**config.mk**
```make
export PLATFORM = sky130hd
export DESIGN_NAME = motor_ramp_pwm
export DESIGN_NICKNAME = d
export VERILOG_FILES = /design/src/rtl/motor_ramp_pwm.sv
export SDC_FILE = /design/constraint.sdc
export NUM_CORES = 1
export LEC_CHECK = 0
export BUFFER_PORTS_ARGS = -buffer_cell sky130_fd_sc_hd__buf_2
export CAP_MARGIN = 20
export CORE_MARGIN = 1
export CORE_UTILIZATION = 30
export DETAILED_ROUTE_END_ITERATION = 16
export PLACE_DENSITY = 0.54
export SYNTH_ARGS = -nofsm -noshare
export SYNTH_HDL_FRONTEND = slang
export SYNTH_SLANG_ARGS = --single-unit
```
**constraint.sdc**
```tcl
create_clock -name clk -period 24.1 [get_ports clk]
set_clock_uncertainty 0.05 [all_clocks]
set_input_delay 4.82 -clock clk [delete_from_list [all_inputs] [get_ports clk]]
set_output_delay 4.82 -clock clk [all_outputs]
set_load 0.02 [all_outputs]
```
**src/rtl/motor_ramp_pwm.sv**
```systemverilog
// N-channel signed-duty DC motor driver: slew-limited ramp per PWM period,
// zero-duty dead time before direction reversal, immediate brake.
module motor_ramp_pwm #(
    parameter int N_CH         = 2,
    parameter int DUTY_W       = 10,
    parameter int PERIOD       = 4000,
    parameter int CNT_W        = 12,
    parameter int STEP_UP      = 23,
    parameter int STEP_DN      = 100,
    parameter int DEAD_PERIODS = 2
) (
    input  logic                         clk,
    input  logic                         rst,
    input  logic [N_CH*(DUTY_W+1)-1:0]   target,
    input  logic [N_CH-1:0]              brake,
    output logic [N_CH-1:0]              pwm,
    output logic [N_CH-1:0]              dir,
    output logic [N_CH*(DUTY_W+1)-1:0]   duty,
    output logic [N_CH-1:0]              at_target,
    output logic                         period_tick
);

    localparam int SD_W    = DUTY_W + 1;
    localparam int MAG_MAX = (2 ** DUTY_W) - 1;
    localparam int UP_SAT  = (STEP_UP > MAG_MAX) ? MAG_MAX : STEP_UP;
    localparam int DN_SAT  = (STEP_DN > MAG_MAX) ? MAG_MAX : STEP_DN;
    localparam int DEAD_W  = (DEAD_PERIODS < 2) ? 1 : $clog2(DEAD_PERIODS + 1);

    localparam logic [DUTY_W:0]   STEP_UP_W = (DUTY_W + 1)'(UP_SAT);
    localparam logic [DUTY_W-1:0] STEP_DN_W = DUTY_W'(DN_SAT);
    localparam logic [DEAD_W-1:0] DEAD_LOAD = DEAD_W'(DEAD_PERIODS);
    localparam logic [CNT_W-1:0]  PERIOD_C  = CNT_W'(PERIOD);
    localparam logic [CNT_W-1:0]  CNT_LAST  = CNT_W'(PERIOD - 1);
    localparam logic [SD_W-1:0]   NEG_FULL  = {1'b1, {DUTY_W{1'b0}}};
    localparam logic [SD_W-1:0]   NEG_SAT   = {1'b1, {(DUTY_W-1){1'b0}}, 1'b1};

    // Move a magnitude toward goal by at most one step, never overshooting.
    function automatic logic [DUTY_W-1:0] approach(input logic [DUTY_W-1:0] cur,
                                                   input logic [DUTY_W-1:0] goal);
        logic [DUTY_W:0]   grown;
        logic [DUTY_W-1:0] gap;
        grown = {1'b0, cur} + STEP_UP_W;
        gap   = cur - goal;
        if (goal > cur)
            approach = (grown >= {1'b0, goal}) ? goal : grown[DUTY_W-1:0];
        else if (gap > STEP_DN_W)
            approach = cur - STEP_DN_W;
        else
            approach = goal;
    endfunction

    function automatic logic [CNT_W-1:0] thr_of(input logic [DUTY_W-1:0] mag);
        logic [CNT_W+DUTY_W-1:0] prod;
        prod   = {{DUTY_W{1'b0}}, PERIOD_C} * {{CNT_W{1'b0}}, mag};
        thr_of = prod[CNT_W+DUTY_W-1:DUTY_W];
    endfunction

    logic [CNT_W-1:0] count_q, count_d;
    logic             tick;

    assign tick        = (count_q == CNT_LAST);
    assign period_tick = tick;

    always_comb begin
        count_d = tick ? '0 : count_q + CNT_W'(1);
    end

    always_ff @(posedge clk or negedge rst) begin
        if (!rst) count_q <= '0;
        else      count_q <= count_d;
    end

    for (genvar i = 0; i < N_CH; i++) begin : g_ch
        logic [SD_W-1:0]   t_raw, t_clamp;
        logic [SD_W-1:0]   duty_q, duty_d;
        logic [DUTY_W-1:0] t_mag, d_mag, mag_n;
        logic              t_neg, t_zero, d_neg, d_zero, neg_n;
        logic              dir_q, dir_d, pwm_q, pwm_d;
        logic [CNT_W-1:0]  thr_q, thr_d;
        logic [DEAD_W-1:0] dead_q, dead_d;

        assign t_raw = target[i*SD_W +: SD_W];

        always_comb begin
            t_clamp = (t_raw == NEG_FULL) ? NEG_SAT : t_raw;
            t_neg   = t_clamp[SD_W-1];
            t_zero  = (t_clamp == '0);
            t_mag   = t_neg ? (~t_clamp[DUTY_W-1:0] + DUTY_W'(1)) : t_clamp[DUTY_W-1:0];
            d_neg   = duty_q[SD_W-1];
            d_zero  = (duty_q == '0);
            d_mag   = d_neg ? (~duty_q[DUTY_W-1:0] + DUTY_W'(1)) : duty_q[DUTY_W-1:0];
        end

        always_comb begin
            mag_n  = d_mag;
            neg_n  = d_neg;
            dead_d = dead_q;
            if (brake[i]) begin
                mag_n  = '0;
                dead_d = DEAD_LOAD;
            end else if (tick) begin
                if (dead_q != '0) begin
                    mag_n  = '0;
                    dead_d = dead_q - DEAD_W'(1);
                end else if (d_zero) begin
                    mag_n = approach('0, t_mag);
                    neg_n = t_neg;
                end else if (!t_zero && (t_neg != d_neg)) begin
                    // Reversal: wind down to zero, then hold there for the dead time.
                    mag_n = approach(d_mag, '0);
                    if (mag_n == '0) dead_d = DEAD_LOAD;
                end else begin
                    mag_n = approach(d_mag, t_mag);
                end
            end
            duty_d = neg_n ? -{1'b0, mag_n} : {1'b0, mag_n};
            dir_d  = (mag_n != '0) ? neg_n : dir_q;
            thr_d  = (brake[i] || tick) ? thr_of(mag_n) : thr_q;
            pwm_d  = (count_q < thr_q);
        end

        always_ff @(posedge clk or negedge rst) begin
            if (!rst) begin
                duty_q <= '0;
                dir_q  <= 1'b0;
                pwm_q  <= 1'b0;
                thr_q  <= '0;
                dead_q <= '0;
            end else begin
                duty_q <= duty_d;
                dir_q  <= dir_d;
                pwm_q  <= pwm_d;
                thr_q  <= thr_d;
                dead_q <= dead_d;
            end
        end

        assign duty[i*SD_W +: SD_W] = duty_q;
        assign dir[i]               = dir_q;
        assign pwm[i]               = pwm_q;
        assign at_target[i]         = (duty_q == t_clamp);
    end

endmodule
```
==> out/metrics.cfg, run 1 <==
[outcome]
outcome = completed

[yosys]
synth-async-reset-ratio = 1.00
syn_avg_cell_area_um2 = 8.32
yosys.area_share.adder = 0.286
synth_xor_area_frac = 0.0928
ys.flop_type = dfrtp_1
yosys.area_share.simple = 0.170
synth_top_family_by_area = adder cells
synth_nets = 1687
synth_compound_area_frac = 0.226
synth_top_area_frac = 0.187
synth_edf_count = 0
synth_area_um2 = 11900
synth_seq_cells = 66
synth_cell_types = 109
seq_area_frac_synth = 0.139
syn-instance-count = 1426
muxShareOfSynthArea = 0.00601
synth.area.top_cells = ha_1 19%, dfrtp_1 14%, fa_1 9.8%
synth_top_cell_by_area = ha_1
yosys_warnings = 0

[worst_hold_path]
worstHoldPathType = reg -> reg
hold_depth = 2
hp-start = g_ch[1].dead_q[0]
min_delay_worst_endpoint = g_ch[1].dead_q[0]

[power_and_ir_drop]
p_leak_nw = 6.22
seqPwrFrac = 0.376
ir_drop_uv = 34.8
pwr-share-clk = 0.397
p_sw_frac = 0.321
switchingPower_mw = 0.100
p_int_mw = 0.212
power_density_nw_per_um2 = 24.1
p_comb_frac = 0.228
finalPower_mw = 0.312

[drt]
post-route-drc-count = 0
drt-total-wl_um = 32100
postRouteAntennaNets = 0
viasPerCell = 5.20
num_vias = 10300
drt_iter0_drc = 672
firstDrtPassIters = 6
wl_per_cell_um = 16.2

[worst_setup_path]
timing.rr.start = g_ch[1].duty_q[0]
worstPathRequired_ns = 24.24
critical-path-max-stage-delay_ns = 0.58
worst_setup_path_end_kind = register
rr_worst_depth = 32
r2r_slack_ns = 13.67
arrival_ns = 14.21
cp_max_fo = 13
r2r-end = g_ch[1].thr_q[10]
critPathKind = in -> reg
slowest_stage = or4_4
startpoint_type = input pin

[floorplanning]
io_pins = 55
core-area_um2 = 38800
die_h_um = 201
die_area_um2 = 40300
initial_core_util = 0.306
row_count = 72
die_w_um = 201

[timing]
slew_violations = 0
period_share = 0.584
min_period_ns = 14.07
maxSlewHeadroom = 0.362
hold_slack_ns = 0.432
timing.final.ws_setup_ns = 10.03
tns_ns = 0
setup_viol = 0
worst_pin_slew_ns = 0.953
fmax_mhz = 71.1
finalHoldViolCount = 0
rsz0062_at_grt = no

[placement]
gp_congestion = 0.937
place_area_um2 = 12600
port_buffers = 54
hpwl_um = 25900
dpl_worst_slack_ns = 9.80

[clock_network]
cts.clk_slew.worst_paths_ns = 0.06
cts.sinks = 66
htree_levels = 3
root_buffer = clkbuf_16
numCtsBuffers = 9
cts_buffer_depth = 2
clkLatencyLatePin_ns = 0.34
cts_resized = 0
cts_setup_buffers = 0
cts_tree = yes
postCtsHoldBufs = 0

[grt]
grt_use_total = 0.161
grt_start_max_net_pins = 67
grt-ovfl-total = 0
grt_pass1_wl_um = 53300
antenna_found_initial = 0
grt_pass1_vias = 10100

[cells_and_area]
most-common-layout-cells = 177 x ha_1, 170 x inv_1, 104 x a21oi_1
layout_commonest_cell = ha_1
drive_gt1_frac = 0.105
area_delta_synth_final_pct = 8.89
final_cell_area_um2 = 12900
fin_nets = 1716
antenna_cells = 0

[job]
drv_cap = 0

## cell type report
class / count / area (µm²)
fillers: 4123 / 25900
clock inverters: 7 / 52.6
repair buffers: 72 / 405
multi-input cells: 1133 / 9280
well taps: 518 / 648
flip-flops and latches: 66 / 1650
clock buffers: 9 / 225
inverters: 173 / 652
## worst max-delay path, delay by kind of cell
kind	cells	cell delay [ns]
buf+inv	5	0.60
mux	1	0.47
compound gates	13	2.78
fa+ha+maj	7	2.99
simple gates	9	2.55
## synth_stat cells, types with 8 or more instances
library cell and instances:
o21ai_0 63, ha_1 177, and3_1 8, inv_1 170
dfrtp_1 66, nand3_1 34, xnor2_1 81, or2_2 13
nor3_1 30, nand2_1 72, and2_1 12, o22ai_1 9
nor2b_1 33, fa_1 58, xor2_1 41, a211oi_1 16
nand2b_1 21, o211ai_1 13, clkbuf_1 29, nor2_1 102
buf_2 11, a21oi_1 104, o21a_1 11, or3_1 14
o31ai_1 12, a21o_1 14, a31oi_1 16
## power groups by stage
| stage | combinational (mW) | sequential [mW] | clock, mW |
|---|---|---|---|
| floorplan | 0.0516 | 0.118 | 0 |
| global placement | 0.0692 | 0.119 | 0 |
| detailed placement | 0.0706 | 0.119 | 0 |
| CTS | 0.0711 | 0.117 | 0.128 |
| global route | 0.0796 | 0.118 | 0.132 |
| finish | 0.0709 | 0.117 | 0.124 |
## state kept, by name, summed over array words and instances, names as in the netlist
name and flops:
g_ch.pwm_q 2, count_q 12, g_ch.dir_q 2, g_ch.duty_q 22
g_ch.dead_q 4, g_ch.thr_q 24
## logic make-up after synthesis
| group | count (synthesis) |
|---|---|
| XOR/XNOR | 124 |
| AND/OR/NAND/NOR | 386 |
| flip-flops | 66 |
| adder cells (fa/ha/maj) | 237 |
| multiplexers | 7 |
| buffers and inverters | 227 |
| AO/OA/AOI/OAI | 379 |
## how the worst max path moves through the flow
| stage | end | depth (start not counted) | slack, ns | from |
|---|---|---|---|---|
| finish | g_ch[0].thr_q[8] | 35 | 10.03 | target[5] |
| global route | g_ch[0].thr_q[8] | 35 | 9.37 | target[5] |
| CTS | g_ch[0].thr_q[8] | 35 | 10.12 | target[5] |
| detailed placement | g_ch[1].thr_q[10] | 33 | 9.80 | target[12] |
| global placement | g_ch[1].thr_q[10] | 33 | 9.98 | target[12] |
| floorplan | g_ch[0].thr_q[8] | 34 | 10.82 | target[6] |
## per-layer routing
| layer | track usage | wire length [µm] | vias up |
|---|---|---|---|
| li1 | - | - | 5048 |
| met1 | 0.217 | 15200 | 4994 |
| met2 | 0.276 | 15400 | 216 |
| met3 | 0.0214 | 1150 | 26 |
| met4 | 0.0278 | 356 | 0 |
| met5 | 0 | 0 | - |
## stage by stage
step,std cells,util
floorplan,1426,-
global placement,1962,0.326
detailed placement,1962,0.326
CTS,1978,0.333
global route,1978,0.333
finish,1978,0.333
Power figures use the tool's default switching activity.
==> run 2: changes to the inputs <==
==> constraint.sdc (replaced) <==
create_clock -name clk -period 13.3 [get_ports clk]
set_clock_uncertainty 0.05 [all_clocks]
set_input_delay 2.66 -clock clk [delete_from_list [all_inputs] [get_ports clk]]
set_output_delay 2.66 -clock clk [all_outputs]
set_load 0.02 [all_outputs]
==> run 2 against run 1 <==
Against the previous run: final cell count up 0.10%; sequential share of layout area about the same; non-clock buffer count up 2; critical path depth unchanged; largest cell class unchanged; largest power group unchanged; highest routed layer is now met5.
==> out/metrics.cfg, run 2 (same netlist as run 1, synthesis figures left out) <==
[drt]
post-route-drc-count = 0
drt-total-wl_um = 31700
firstDrtPassIters = 5
postRouteAntennaNets = 0
num_vias = 10300
drt_iter0_drc = 625
viasPerCell = 5.20
wl_per_cell_um = 16.0

[worst_setup_path]
arrival_ns = 12.04
critPathKind = in -> reg
worst_setup_path_end_kind = register
r2r-end = g_ch[1].thr_q[10]
cp_max_fo = 13
startpoint_type = input pin
r2r_slack_ns = 3.04
worstPathRequired_ns = 13.44
slowest_stage = or4_4
critical-path-max-stage-delay_ns = 0.58
rr_worst_depth = 32
timing.rr.start = g_ch[1].duty_q[0]

[power_and_ir_drop]
power_density_nw_per_um2 = 45.2
seqPwrFrac = 0.362
pwr-share-clk = 0.421
switchingPower_mw = 0.175
p_leak_nw = 6.23
p_sw_frac = 0.298
ir_drop_uv = 69.8
p_comb_frac = 0.217
p_int_mw = 0.411

[timing]
fmax_mhz = 84.1
period_share = 0.894
slew_violations = 0
min_period_ns = 11.90
setup_viol = 0
tns_ns = 0
rsz0062_at_grt = no
maxSlewHeadroom = 0.304
worst_pin_slew_ns = 1.03
finalHoldViolCount = 0

[floorplanning]
io_pins = 55
core-area_um2 = 38800
initial_core_util = 0.306
die_w_um = 201
row_count = 72
die_area_um2 = 40300
die_h_um = 201

[grt]
grt_pass1_wl_um = 52800
grt_pass1_vias = 10100
antenna_found_initial = 1
grt_use_total = 0.159
grt-ovfl-total = 0
grt_start_max_net_pins = 67

[clock_network]
cts.clk_slew.worst_paths_ns = 0.05
clkLatencyLatePin_ns = 0.34
cts.sinks = 66
root_buffer = clkbuf_16
numCtsBuffers = 9
cts_tree = yes
cts_setup_buffers = 0
postCtsHoldBufs = 0
htree_levels = 3
cts_buffer_depth = 2
cts_resized = 0

[cells_and_area]
drive_gt1_frac = 0.105
layout_commonest_cell = ha_1
largest_reg_flops = 24
fill_cells = 4064
regMostFlops = g_ch.thr_q
area_delta_synth_final_pct = 9.26
antenna_cells = 0
top_regs = g_ch.thr_q x24, g_ch.duty_q x22, count_q x12
finalNonFillerCells = 1980
most-common-layout-cells = 177 x ha_1, 170 x inv_1, 104 x a21oi_1
fin_nets = 1718

[outcome]
outcome = completed

[placement]
gp_congestion = 0.931
hpwl_um = 25800
dp.cells = 1964
port_buffers = 54

[worst_hold_path]
hp-start = g_ch[0].thr_q[11]
hold_depth = 2
min_delay_worst_endpoint = g_ch[0].thr_q[11]
worstHoldPathType = reg -> reg

[job]
drv_cap = 0

-- run 2: cell count changes in the layout (fill, tap and decap cells not counted) --
cell        previous run  this run
clkinvlp_4             1         2
clkbuf_1               0         1
inv_6                  2         0
bufinv_16              0         1
buf_4                 18        20
clkbuf_8               0         2
clkinv_2               2         1
clkinv_4               2         0
-- run 2: worst max-delay path by stage --
stage	from	endpoint	slack, ns	cells past startpoint
finish	target[5]	g_ch[0].thr_q[8]	1.40	35
global route	target[5]	g_ch[0].thr_q[8]	0.68	35
CTS	target[12]	g_ch[1].thr_q[10]	1.43	35
detailed placement	target[12]	g_ch[1].thr_q[10]	1.11	35
global placement	target[12]	g_ch[1].thr_q[10]	1.23	35
floorplan	target[6]	g_ch[0].thr_q[8]	2.18	34
-- run 2: area by class of cell --
class	instances	area [µm²]	share of cell area
flip-flops and latches	66	1650	0.127
multi-input cells	1133	9280	0.716
clock inverters	4	50.0	0.00386
clock buffers	12	256	0.0198
inverters	173	652	0.0503
well taps	518	648	0.0500
repair buffers	74	420	0.0324
-- run 2: through the flow --
step / power (mW) / utilization / worst slack [ns] / area, µm² / hold WS (ns)
finish: 0.585 / 0.334 / 1.40 / 13000 / 0.434
global route: 0.619 / 0.334 / 0.680 / 13000 / 0.467
CTS: 0.592 / 0.334 / 1.43 / 13000 / 0.440
detailed placement: 0.342 / 0.326 / 1.11 / 12700 / 0.427
global placement: 0.340 / 0.326 / 1.23 / 12700 / 0.415
floorplan: 0.308 / - / 2.18 / 11900 / 0.399
-- run 2: power groups by stage --
stage / combinational (mW) / sequential, mW / clock, mW
after floorplan: 0.0935 / 0.215 / 0
after global placement: 0.125 / 0.215 / 0
after detailed placement: 0.126 / 0.215 / 0
after CTS: 0.127 / 0.212 / 0.253
after global routing: 0.144 / 0.213 / 0.263
final: 0.127 / 0.212 / 0.247
-- run 2: critical path: cells and delay by family --
kind / cells / cell delay, ns
simple gates: 9 / 2.67
compound gates: 13 / 2.74
mux: 1 / 0.45
buf+inv: 5 / 0.62
fa+ha+maj: 7 / 2.87
-- run 2: per-layer routing --
layer,track usage,part of all wire,vias up
met3,0.0196,0.037,33
met2,0.277,0.48,231
li1,-,-,5051
met4,0.0251,0.011,2
met5,0,0.00038,-
met1,0.212,0.47,4975
==> run 3: changes to the inputs <==
--- a/config.mk
+++ b/config.mk
@@ -7,10 +7,11 @@
 export LEC_CHECK = 0
 export BUFFER_PORTS_ARGS = -buffer_cell sky130_fd_sc_hd__buf_2
 export CAP_MARGIN = 20
+export CORE_ASPECT_RATIO = 1.5
 export CORE_MARGIN = 1
-export CORE_UTILIZATION = 30
+export CORE_UTILIZATION = 45
 export DETAILED_ROUTE_END_ITERATION = 16
-export PLACE_DENSITY = 0.54
+export PLACE_DENSITY = 0.7
 export SYNTH_ARGS = -nofsm -noshare
 export SYNTH_HDL_FRONTEND = slang
 export SYNTH_SLANG_ARGS = --single-unit
==> run 3 against run 2 <==
Against the previous run: sequential power barely moved; final cell count fell by 9.2%; worst hold slack got worse by 0.0022 ns; combinational power rose by 4%; setup slack improved by 0.014 ns; global-route usage rose by 9.8 points; critical path depth fell by 2; clock power fell by 9.3%; non-clock buffer count rose by 2; power fell by 3.0%; first-iteration DRC count fell by 0.16%.
==> out/metrics.cfg, run 3 (same netlist as run 1, synthesis figures left out) <==
[worst_setup_path]
r2r_slack_ns = 3.03
rr_worst_depth = 32
critPathKind = in -> reg
cp.depth = 33
slowest_stage = or4_1
cp_num_buf_inv = 3
critical-path-max-stage-delay_ns = 0.56
worst_setup_path_end_kind = register
worstPathRequired_ns = 13.48
cp_common_cell = fa_1
arrival_ns = 12.06
startpoint_type = input pin
crit_family = compound AO/OA/AOI/OAI gates
cp_max_fo = 11

[clock_network]
cts_tree = yes
htree_levels = 3
cts.sinks = 66
cts_resized = 0
cts.clk_slew.worst_paths_ns = 0.05
root_buffer = clkbuf_16
cts_setup_buffers = 0
postCtsHoldBufs = 0
numCtsBuffers = 9
cts_buffer_depth = 2
clkLatencyLatePin_ns = 0.35

[cells_and_area]
fill_cells = 2507
largest_reg_flops = 24
seqCellArea_um2 = 1650
fin_nets = 1720
multiInputGateArea_um2 = 9280
layout_commonest_cell = ha_1
area_delta_synth_final_pct = 7.12
finalNonFillerCells = 1797
drive_gt1_frac = 0.105
most-common-layout-cells = 177 x ha_1, 170 x inv_1, 104 x a21oi_1
antenna_cells = 0
top_regs = g_ch.thr_q x24, g_ch.duty_q x22, count_q x12
regMostFlops = g_ch.thr_q

[timing]
worst_pin_slew_ns = 1.11
min_period_ns = 11.88
finalHoldViolCount = 0
rsz0062_at_grt = no
tns_ns = 0
fmax_mhz = 84.2
setup_viol = 0
period_share = 0.893
slew_violations = 0
maxSlewHeadroom = 0.257

[power_and_ir_drop]
power_density_nw_per_um2 = 44.7
p_leak_nw = 6.23
ir_drop_uv = 58.0

[floorplanning]
io_pins = 55
die_area_um2 = 27000
row_count = 72
initial_core_util = 0.459
die_w_um = 135
core-area_um2 = 25900
die_h_um = 201

[grt]
busiest_layer = met2
grt_pass1_vias = 10800
grt_pass1_wl_um = 54600
grt-ovfl-total = 0
antenna_found_initial = 0
grt_util_met2 = 0.481
grt_use_met3 = 0.0341
grt_use_total = 0.257
use_met1 = 0.267
grt_start_max_net_pins = 67

[drt]
firstDrtPassIters = 5
drt-total-wl_um = 33600
drt_iter0_drc = 624
viasPerCell = 5.87
post-route-drc-count = 0
wl_per_cell_um = 18.7
postRouteAntennaNets = 0
num_vias = 10500

[placement]
port_buffers = 54
dp.cells = 1779
hpwl_um = 27200
gp_congestion = 0.967

[outcome]
outcome = completed

[worst_hold_path]
worstHoldPathType = reg -> reg
hold_depth = 2

[job]
drv_cap = 0

==> run 3: cell count changes in the layout (fill, tap and decap cells not counted) <==
cell        previous run  this run
buf_2                 54        53
clkbuf_1               1         4
clkbuf_8               2         1
bufinv_16              1         0
buf_4                 20        22
clkinvlp_4             2         1
clkbuf_4               0         1
==> run 3: per-stage QoR <==
stage | hold slack [ns] | util | power, mW | setup WS (ns) | instance area [µm²]
after floorplan | 0.399 | - | 0.308 | 2.18 | 11900
after global placement | 0.421 | 0.481 | 0.344 | 1.20 | 12400
after detailed placement | 0.423 | 0.481 | 0.347 | 1.12 | 12400
after CTS | 0.435 | 0.491 | 0.571 | 1.47 | 12700
after global routing | 0.449 | 0.491 | 0.598 | 0.811 | 12700
final | 0.432 | 0.491 | 0.568 | 1.42 | 12700
==> run 3: worst paths after layout <==
path                                           to               from
worst max-delay path            g_ch[1].thr_q[10]         target[12]
worst min-delay path            g_ch[0].dead_q[0]  g_ch[0].dead_q[0]
worst max register to register  g_ch[1].thr_q[10]  g_ch[1].duty_q[0]
worst min register to register  g_ch[0].dead_q[0]  g_ch[0].dead_q[0]
max in group asynchronous             count_q[10]                rst
min in group asynchronous       g_ch[0].duty_q[0]                rst
==> run 3: metal layers <==
metal | vias to the layer above | wire length [µm]
met2 | 290 | 17800
met4 | 0 | 1980
met5 | - | 0
met3 | 120 | 1260
li1 | 5052 | -
met1 | 5081 | 12600
==> run 3: power breakdown <==
group | internal [mW] | switching, mW | total, mW
clock | 0.131 | 0.0927 | 0.224
sequential | 0.208 | 0.00368 | 0.212
combinational | 0.0477 | 0.0840 | 0.132
total | 0.387 | 0.180 | 0.568
==> run 3: layout make-up <==
cell class | count | area share
Multi-Input combinational cell | 1133 | 0.731
Sequential cell | 66 | 0.130
Inverter | 173 | 0.0513
Timing Repair Buffer | 76 | 0.0345
Tap cell | 333 | 0.0328
Clock buffer | 14 | 0.0200
Clock inverter | 2 | 0.000985
==> run 3: worst register-to-register path, delay by kind of cell, from the launching register on <==
kind,cells,cell delay [ns]
AOI/OAI and AO/OA,13,3.09
buffers and inverters,2,0.39
and+or+nand+nor,7,2.13
xor gates and xnor gates,3,1.01
DFF,1,0.52
adders and majority gates,7,2.99
